`src/rtl/sys_bus_if.sv`:
```
// Command/response and system-bus signals between a host command source,
// sys_bus_master, and register-block responders.
interface sys_bus_if #(
    parameter int AW = 32,
    parameter int DW = 32
);
    logic          cmd_vld;
    logic          cmd_rdy;
    logic          cmd_wen;
    logic [AW-1:0] cmd_addr;
    logic [DW-1:0] cmd_wdata;
    logic          rsp_vld;
    logic          rsp_rdy;
    logic [DW-1:0] rsp_rdata;
    logic [1:0]    rsp_sts;
    logic [AW-1:0] bus_addr;
    logic [DW-1:0] bus_wdata;
    logic          bus_wen;
    logic          bus_ren;
    logic [DW-1:0] bus_rdata;
    logic          bus_ack;
    logic          bus_err;

    modport master (
        input  cmd_vld, cmd_wen, cmd_addr, cmd_wdata, rsp_rdy,
               bus_rdata, bus_ack, bus_err,
        output cmd_rdy, rsp_vld, rsp_rdata, rsp_sts,
               bus_addr, bus_wdata, bus_wen, bus_ren
    );

    modport slave (
        output cmd_vld, cmd_wen, cmd_addr, cmd_wdata, rsp_rdy,
               bus_rdata, bus_ack, bus_err,
        input  cmd_rdy, rsp_vld, rsp_rdata, rsp_sts,
               bus_addr, bus_wdata, bus_wen, bus_ren
    );
endinterface

```
`src/rtl/sys_bus_master.sv`:
```
// Single-outstanding system-bus initiator: command in, one-cycle strobe out,
// wait for ack or timeout, hand back status and read data.
//
// state | meaning
// IDLE  | ready for a command; stray acks dropped
// REQ   | one-cycle write/read strobe on the bus
// WAIT  | waiting for bus_ack or timeout expiry
// RSP   | response held until rsp_rdy
module sys_bus_master #(
    parameter int AW  = 32,
    parameter int DW  = 32,
    parameter int TMO = 64,
    parameter int CW  = 16
) (
    input  logic          clk,
    input  logic          rstn,
    sys_bus_if.master     bus,
    output logic          busy,
    output logic [CW-1:0] cnt_tmo
);
    localparam int            TW       = (TMO > 2) ? $clog2(TMO) : 1;
    localparam logic [TW-1:0] TMO_LAST = (TMO > 0) ? TW'(TMO - 1) : '0;
    localparam logic [1:0]    STS_OK   = 2'd0;
    localparam logic [1:0]    STS_ERR  = 2'd1;
    localparam logic [1:0]    STS_TMO  = 2'd2;

    typedef enum logic [1:0] {IDLE, REQ, WAIT, RSP} state_t;

    state_t        state, state_nxt;
    logic          accept, done_ack, done_tmo;
    logic          wen_q;
    logic [TW-1:0] tmo_cnt;

    always_comb begin
        state_nxt = state;
        accept    = 1'b0;
        done_ack  = 1'b0;
        done_tmo  = 1'b0;
        case (state)
            IDLE: begin
                if (bus.cmd_vld && bus.cmd_rdy) begin
                    accept    = 1'b1;
                    state_nxt = REQ;
                end
            end
            REQ: state_nxt = WAIT;
            WAIT: begin
                // ack is checked first so it beats a timeout in the same cycle
                if (bus.bus_ack) begin
                    done_ack  = 1'b1;
                    state_nxt = RSP;
                end else if (TMO != 0 && tmo_cnt == '0) begin
                    done_tmo  = 1'b1;
                    state_nxt = RSP;
                end
            end
            RSP: begin
                if (bus.rsp_vld && bus.rsp_rdy) state_nxt = IDLE;
            end
            default: state_nxt = IDLE;
        endcase
    end

    always_ff @(posedge clk) begin
        if (!rstn) begin
            state         <= IDLE;
            wen_q         <= 1'b0;
            tmo_cnt       <= '0;
            busy          <= 1'b0;
            cnt_tmo       <= '0;
            bus.cmd_rdy   <= 1'b0;
            bus.rsp_vld   <= 1'b0;
            bus.rsp_sts   <= STS_OK;
            bus.rsp_rdata <= {DW{1'b0}};
            bus.bus_addr  <= {AW{1'b0}};
            bus.bus_wdata <= {DW{1'b0}};
            bus.bus_wen   <= 1'b0;
            bus.bus_ren   <= 1'b0;
        end else begin
            state       <= state_nxt;
            busy        <= (state_nxt != IDLE);
            bus.cmd_rdy <= (state_nxt == IDLE);
            bus.rsp_vld <= (state_nxt == RSP);
            bus.bus_wen <= accept && bus.cmd_wen;
            bus.bus_ren <= accept && !bus.cmd_wen;

            if (accept) begin
                wen_q         <= bus.cmd_wen;
                bus.bus_addr  <= bus.cmd_addr;
                bus.bus_wdata <= bus.cmd_wdata;
            end

            // down-counter reaches zero on the last permitted wait cycle
            if (state == REQ) tmo_cnt <= TMO_LAST;
            else if (state == WAIT) tmo_cnt <= tmo_cnt - 1'b1;

            if (done_ack) begin
                bus.rsp_sts   <= bus.bus_err ? STS_ERR : STS_OK;
                bus.rsp_rdata <= (!wen_q && !bus.bus_err) ? bus.bus_rdata : {DW{1'b0}};
            end else if (done_tmo) begin
                bus.rsp_sts   <= STS_TMO;
                bus.rsp_rdata <= {DW{1'b0}};
                if (cnt_tmo != {CW{1'b1}}) cnt_tmo <= cnt_tmo + 1'b1;
            end else if (state == RSP && state_nxt == IDLE) begin
                bus.rsp_sts   <= STS_OK;
                bus.rsp_rdata <= {DW{1'b0}};
            end
        end
    end
endmodule
```
`src/flat_wrapper.sv`:
```
// flat-port wrapper written by rule: the top's interface ports become plain ports
module sys_bus_master_flat 
#(
    parameter int AW  = 32,
    parameter int DW  = 32,
    parameter int TMO = 64,
    parameter int CW  = 16
)
  (clk, rstn, busy, cnt_tmo, bus_cmd_vld, bus_cmd_wen, bus_cmd_addr, bus_cmd_wdata, bus_rsp_rdy, bus_bus_rdata, bus_bus_ack, bus_bus_err, bus_cmd_rdy, bus_rsp_vld, bus_rsp_rdata, bus_rsp_sts, bus_bus_addr, bus_bus_wdata, bus_bus_wen, bus_bus_ren);
  sys_bus_if #(.AW(AW), .DW(DW)) bus_i ();
  input  logic clk;
  input  logic rstn;
  output logic busy;
  output logic [CW-1:0] cnt_tmo;
  input wire logic [$bits(bus_i.cmd_vld)-1:0] bus_cmd_vld;
  input wire logic [$bits(bus_i.cmd_wen)-1:0] bus_cmd_wen;
  input wire logic [$bits(bus_i.cmd_addr)-1:0] bus_cmd_addr;
  input wire logic [$bits(bus_i.cmd_wdata)-1:0] bus_cmd_wdata;
  input wire logic [$bits(bus_i.rsp_rdy)-1:0] bus_rsp_rdy;
  input wire logic [$bits(bus_i.bus_rdata)-1:0] bus_bus_rdata;
  input wire logic [$bits(bus_i.bus_ack)-1:0] bus_bus_ack;
  input wire logic [$bits(bus_i.bus_err)-1:0] bus_bus_err;
  output wire logic [$bits(bus_i.cmd_rdy)-1:0] bus_cmd_rdy;
  output wire logic [$bits(bus_i.rsp_vld)-1:0] bus_rsp_vld;
  output wire logic [$bits(bus_i.rsp_rdata)-1:0] bus_rsp_rdata;
  output wire logic [$bits(bus_i.rsp_sts)-1:0] bus_rsp_sts;
  output wire logic [$bits(bus_i.bus_addr)-1:0] bus_bus_addr;
  output wire logic [$bits(bus_i.bus_wdata)-1:0] bus_bus_wdata;
  output wire logic [$bits(bus_i.bus_wen)-1:0] bus_bus_wen;
  output wire logic [$bits(bus_i.bus_ren)-1:0] bus_bus_ren;
  assign bus_i.cmd_vld = bus_cmd_vld;
  assign bus_i.cmd_wen = bus_cmd_wen;
  assign bus_i.cmd_addr = bus_cmd_addr;
  assign bus_i.cmd_wdata = bus_cmd_wdata;
  assign bus_i.rsp_rdy = bus_rsp_rdy;
  assign bus_i.bus_rdata = bus_bus_rdata;
  assign bus_i.bus_ack = bus_bus_ack;
  assign bus_i.bus_err = bus_bus_err;
  assign bus_cmd_rdy = bus_i.cmd_rdy;
  assign bus_rsp_vld = bus_i.rsp_vld;
  assign bus_rsp_rdata = bus_i.rsp_rdata;
  assign bus_rsp_sts = bus_i.rsp_sts;
  assign bus_bus_addr = bus_i.bus_addr;
  assign bus_bus_wdata = bus_i.bus_wdata;
  assign bus_bus_wen = bus_i.bus_wen;
  assign bus_bus_ren = bus_i.bus_ren;
  sys_bus_master #(.AW(AW), .DW(DW), .TMO(TMO), .CW(CW)) u_core (.clk(clk), .rstn(rstn), .bus(bus_i), .busy(busy), .cnt_tmo(cnt_tmo));
endmodule
```
`config.mk`:
```
export PLATFORM = sky130hd
export DESIGN_NAME = sys_bus_master_flat
export DESIGN_NICKNAME = d
export VERILOG_FILES = /design/src/rtl/sys_bus_if.sv /design/src/rtl/sys_bus_master.sv /design/src/flat_wrapper.sv
export SDC_FILE = /design/constraint.sdc
export NUM_CORES = 1
export LEC_CHECK = 0
export ABC_AREA = 1
export CORE_ASPECT_RATIO = 1.1
export CORE_MARGIN = 1.5
export CORE_UTILIZATION = 43
export CTS_CLUSTER_DIAMETER = 120
export DETAILED_ROUTE_END_ITERATION = 10
export DONT_BUFFER_PORTS = 1
export SETUP_SLACK_MARGIN = 0.3
export SLEW_MARGIN = 20
export SYNTH_ARGS = -nofsm -noshare
export SYNTH_HDL_FRONTEND = slang
export SYNTH_SLANG_ARGS = --single-unit
```
`constraint.sdc`:
```
create_clock -name clk -period 4 [get_ports clk]
set_input_delay 0.8 -clock clk [delete_from_list [all_inputs] [get_ports clk]]
set_output_delay 0.8 -clock clk [all_outputs]
set_load 0.01 [all_outputs]
```
# [Word-level counts from Yosys, hierarchy flattened]
# Index checks and enable logic that the tools add are counted.
[classes] eq_ne=5 addsub=2 mux=22 n_bitwise=1 n_reduce_logical=16
[op_table] cell="$mux 32" n=4
[op_table] cell="$add 16x1->16 const B" n=1
[op_table] cell="$ne 16x16->1 const B" n=1
[op_table] cell="$mux 2" n=7
[op_table] cell="$mux 6" n=2
[op_table] cell="$mux 1" n=8
[op_table] cell="$pmux 2 s4" n=1
[op_table] cell="$eq 2x2->1 const B" n=3
[op_table] cell="$logic_and 1x1->1" n=6
[op_table] cell="$logic_not 6->1" n=1
[op_table] cell="$sub 6x1->6 const B" n=1
[op_table] cell="$logic_not 2->1" n=2
[op_table] cell="$reduce_bool 2->1" n=2
[op_table] cell="$logic_not 1->1" n=3
[op_table] cell="$reduce_and 3->1" n=1
[op_table] cell="$reduce_bool 3->1" n=1
[op_table] cell="$eq 2x1->1 const B" n=1
[op_table] cell="$not 1->1" n=1
[word_totals] out_inout_bits=119 regBits=128 word_cells=59

# [Depth between registers and ports, before layout]
[logic_depth] word_depth=9 depth_mapped=11

# [Worst setup path before layout]
# No wires, ideal clock.
[synth_path] path_kind="input-to-reg" startpoint="in rstn" endpoint="reg u_core.bus.bus_addr[0] in the netlist's numbering" slack_ns=2.256 arrival_ns=1.618 required_time_ns=3.875 setup_time_ns=0.125 path_buffers=3 path_stages=5 cell_sequence="buf_2 > nand3_1 > clkbuf_1 > clkbuf_1 > o21ai_0"
[synth_lines] item="start, declared" line="flat_wrapper.sv:12" source="input logic rstn;"
[synth_lines] item="end signal, assigned" line="sys_bus_master.sv:75" source="bus.bus_addr <= {AW{1'b0}};"
[synth_lines] item="end signal, assigned" line="sys_bus_master.sv:89" source="bus.bus_addr <= bus.cmd_addr;"
[synth_lines] item="end, declared" line="sys_bus_if.sv:28" source="bus_addr, bus_wdata, bus_wen, bus_ren"

# [Worst setup path after layout]
[layout_path] startpoint="reg u_core.state[0]" endpoint="reg u_core.bus.rsp_rdata[13]"
[layout_between] elab_chain_len=6 word_cells_on_any_way=16 classes_between="eq/ne: 3; mux: 9; reduce/logical: 4"
[layout_rtl] item="start, declared" line="sys_bus_master.sv:29" source="state_t state, state_nxt;"
[layout_rtl] item="start signal, assigned" line="sys_bus_master.sv:80" source="state <= state_nxt;"
[layout_rtl] item="$mux 2" line="sys_bus_master.sv:52" source="end else if (TMO != 0 && tmo_cnt == '0) begin"
[layout_rtl] item="$mux 2" line="sys_bus_master.sv:49" source="if (bus.bus_ack) begin"
[layout_rtl] item="$pmux 2 s4" line="sys_bus_master.sv:39" source="case (state)"
[layout_rtl] item="$logic_not 2->1" line="sys_bus_master.sv:104" source="end else if (state == RSP && state_nxt == IDLE) begin"
[layout_rtl] item="$logic_and 1x1->1" line="sys_bus_master.sv:104"
[layout_rtl] item="$reduce_bool 3->1 (no source line)"
[layout_rtl] item="end signal, assigned" line="sys_bus_master.sv:99" source="bus.rsp_rdata <= (!wen_q && !bus.bus_err) ? bus.bus_rdata : {DW{1'b0}};"
[layout_rtl] item="end signal, assigned" line="sys_bus_master.sv:102" source="bus.rsp_rdata <= {DW{1'b0}};"
[layout_rtl] item="end signal, assigned" line="sys_bus_master.sv:106" source="bus.rsp_rdata <= {DW{1'b0}};"
[layout_rtl] item="end, declared" line="sys_bus_if.sv:27" source="output cmd_rdy, rsp_vld, rsp_rdata, rsp_sts,"
# Several ways; a longest one is shown, not always the timed one.
# A chain may end at the register's enable or synchronous reset.

==> results.sh <==
export IMPL_status="completed"
export IMPL_die_width_um=106
export IMPL_drc=0
export IMPL_nFillCells=1112
export IMPL_reg2regPathDepth=8
export IMPL_register_area_um2=2560
export IMPL_whs_endpoint="u_core.bus.bus_ren"
export IMPL_post_drt_wl_per_cell_um=14.6
export IMPL_track_usage_pct=18.0
export IMPL_rsz0062_at_grt="false"
export IMPL_worst_ir_drop_vdd_v=0.000284
export IMPL_path_cells="inv_1 > ha_1 > nand2_1 > nand3b_1 > nand2_1 > clkinv_1 > nand3_1 > a21oi_1"
export IMPL_crit_path_end_kind="flop"
export IMPL_vias=4120
export IMPL_ant_nets=0
export IMPL_hold_class="primary input to flop"
export IMPL_worst_setup_path_start_kind="flop"
export IMPL_clk_latency_ns=0.41
export IMPL_p_leak_uw=0.00231
export IMPL_worstPathRequired_ns=4.25
export IMPL_cts_buffers=17
export IMPL_netlist_top_cells_area="dfxtp_1, nand3_1, nand2_1"
export IMPL_port_buffers=0
export IMPL_synth_top_area_cell="dfxtp_1"
export IMPL_synth_area_um2=5050
export IMPL_fin_crit_sh_pct=62.4
export IMPL_final_layout_size_suffix_gt1_share_pct=7.47
export IMPL_cts_tree="yes"
export IMPL_ys_types=32
export IMPL_ys_flop_type="dfxtp_1"
export IMPL_hold_viol=0
export IMPL_r2r_start="u_core.state[0]"
export IMPL_synth_cells=648
export IMPL_place_congestion=0.758
export IMPL_ioPinCount=222
export IMPL_grt_pass1_vias=3668
export IMPL_start_util_pct=44.2
export IMPL_relSlewSlack_pct=31.3
export IMPL_critPathMostFrequentCell="nand2_1"
export IMPL_p_per_area_nw_per_um2=654
export IMPL_clkTransAtPathRegs_ns=0.06
export IMPL_syn_avg_cell_area_um2=7.80
export IMPL_vias_per_cell=5.20
export IMPL_coreArea_um2=11400
export IMPL_finalNetCount=740
export IMPL_min_from="bus_cmd_wen"
export IMPL_final_max_slew_viol_count=0
export IMPL_cts_max_level=4
export IMPL_dp_hpwl_mm=7.77
export IMPL_critPathSlowestCell="clkinv_1"
export IMPL_synthArstFlopShare_pct=0
export IMPL_layoutNonFillerInstCount=793
export IMPL_grt_max_degree=74
export IMPL_worstHoldPathCells=1
export IMPL_synthMostInstantiatedCell="dfxtp_1"
export IMPL_cts_resized=0
export IMPL_gr_usage_met1_pct=21.5
export IMPL_setup_viol=0
export IMPL_r2r_slack_ns=1.50
export IMPL_grt_use_met2_pct=27.4
export IMPL_period_needed_ns=2.50
export IMPL_ys_warn_count=0
export IMPL_clock_sinks=128
export IMPL_dr_pass1_iters=4
export IMPL_grt_pass1_wl_mm=17.6
export IMPL_root_buffer="clkbuf_16"
export IMPL_arrival_ns=2.74
export IMPL_multi_input_area_um2=2010
export IMPL_synth_nets=758
export IMPL_area_growth_pct=13.2
export IMPL_grtUsageMet3_pct=8.59
export IMPL_gr_max_usage_layer="met2"
export IMPL_fin_skew_ns=0.00750
export IMPL_antenna_found_initial=0
export IMPL_synth_common_cells="dfxtp_1, nand3_1, nand2_1"
export IMPL_synth_top_area_share_pct=50.7
export IMPL_max_freq_ghz=0.400
export IMPL_setup_tns_final_ns=0
export IMPL_die_area_um2=12400
export IMPL_antennaDiodeCount=0
export IMPL_hold_buffers=0
export IMPL_rr_endpoint="u_core.bus.rsp_rdata[13]"
export IMPL_cts_path_max_buffers=2
export IMPL_grt_overflow=0
export IMPL_yosysSeqAreaShare_pct=50.7
export IMPL_die_y_um=117
export IMPL_totalWireLength_mm=11.6
export IMPL_path_class="flop to flop"
export IMPL_dp_cells=760
export IMPL_cap_violations=0
export IMPL_post_cts_buffers=0
export IMPL_critPathMaxStageDelay_ns=0.72
export IMPL_synth_seq_cells=128
export IMPL_critPathMaxFanout=34
export IMPL_synth_edff_count=0
export IMPL_drtIter0Drc=197
export IMPL_worst_pin_slew_ns=1.03
export IMPL_row_count=41
kinds of logic after synthesis:
logic type	after synthesis	share of synthesized area [%]
fa+ha+maj	7	1.73
buf+inv	126	9.83
compound gates	126	12.9
flops	128	50.7
simple gates	247	22.4
xor+xnor	14	2.43
layout by cell type, fill, tap and decap left out, types with 3 or more instances in the layout:
cell type and count:
dfxtp_1 128, nand3_1 108, nand2_1 93, inv_1 85
o21ai_0 70, a21oi_1 49, nor2_1 27, clkbuf_16 17
xor2_1 9, ha_1 7, xnor2_1 5, clkinv_4 4
a31oi_1 3, nand4_1 3, nor3_1 3, clkinvlp_4 3
bufinv_16 3, inv_6 3
routing by layer:
layer  share of wire (%)  up-vias
li1                    -     2066
met1                  42     1867
met2                  46      174
met3                  11       13
met4                 1.6        0
met5                   0        -
how the worst max path moves through the flow:
stage / from / to
6_report: u_core.state[0] / u_core.bus.rsp_rdata[13]
5_1_grt: u_core.state[0] / u_core.bus.rsp_rdata[13]
4_1_cts: u_core.state[0] / u_core.bus.rsp_rdata[1]
3_5_place_dp: bus_cmd_vld / u_core.bus.rsp_rdata[1]
3_3_place_gp: bus_cmd_vld / u_core.bus.rsp_rdata[30]
2_1_floorplan: rstn / u_core.bus.bus_addr[0]
metrics by stage:
step                      setup WS (ns)  utilization, %  area, um^2  power, uW  hold slack [ns]
after floorplan                    2.26               -        5050       2060            0.440
after global placement             1.61            44.5        5090       2150            0.452
after detailed placement           1.50            44.5        5090       2180            0.458
after CTS                          1.50            49.8        5700       3770            0.443
after global routing               1.30            50.0        5720       3940            0.444
final                              1.50            50.0        5720       3740            0.461
cell type report:
cell class | count | area share, %
Sequential cell | 128 | 44.8
Timing Repair Buffer | 1 | 0.263
Clock buffer | 17 | 7.44
Tap cell | 150 | 3.28
Clock inverter | 15 | 3.22
Multi-Input combinational cell | 394 | 35.2
Inverter | 88 | 5.78
sequential cells by signal, summed over array words and instances, names as in the netlist, 2 cells and up:
signal                count
u_core.bus.rsp_sts        2
u_core.tmo_cnt            6
u_core.state              2
u_core.bus.rsp_rdata     32
u_core.cnt_tmo           16
u_core.bus.bus_wdata     32
u_core.bus.bus_addr      32
power by group:
part,total [uW],internal [uW],switching (uW)
clock,1580,987,597
combinational,499,154,346
sequential,1650,1450,203
worst max-delay path: cells and delay by family, from the launching register on:
family | cells | cell delay (ns)
adders and majority gates | 1 | 0.25
and+or+nand+nor | 4 | 0.76
buffers and inverters | 2 | 0.85
DFF | 1 | 0.35
AOI/OAI and AO/OA | 1 | 0.10
Power figures use the tool's default switching activity.
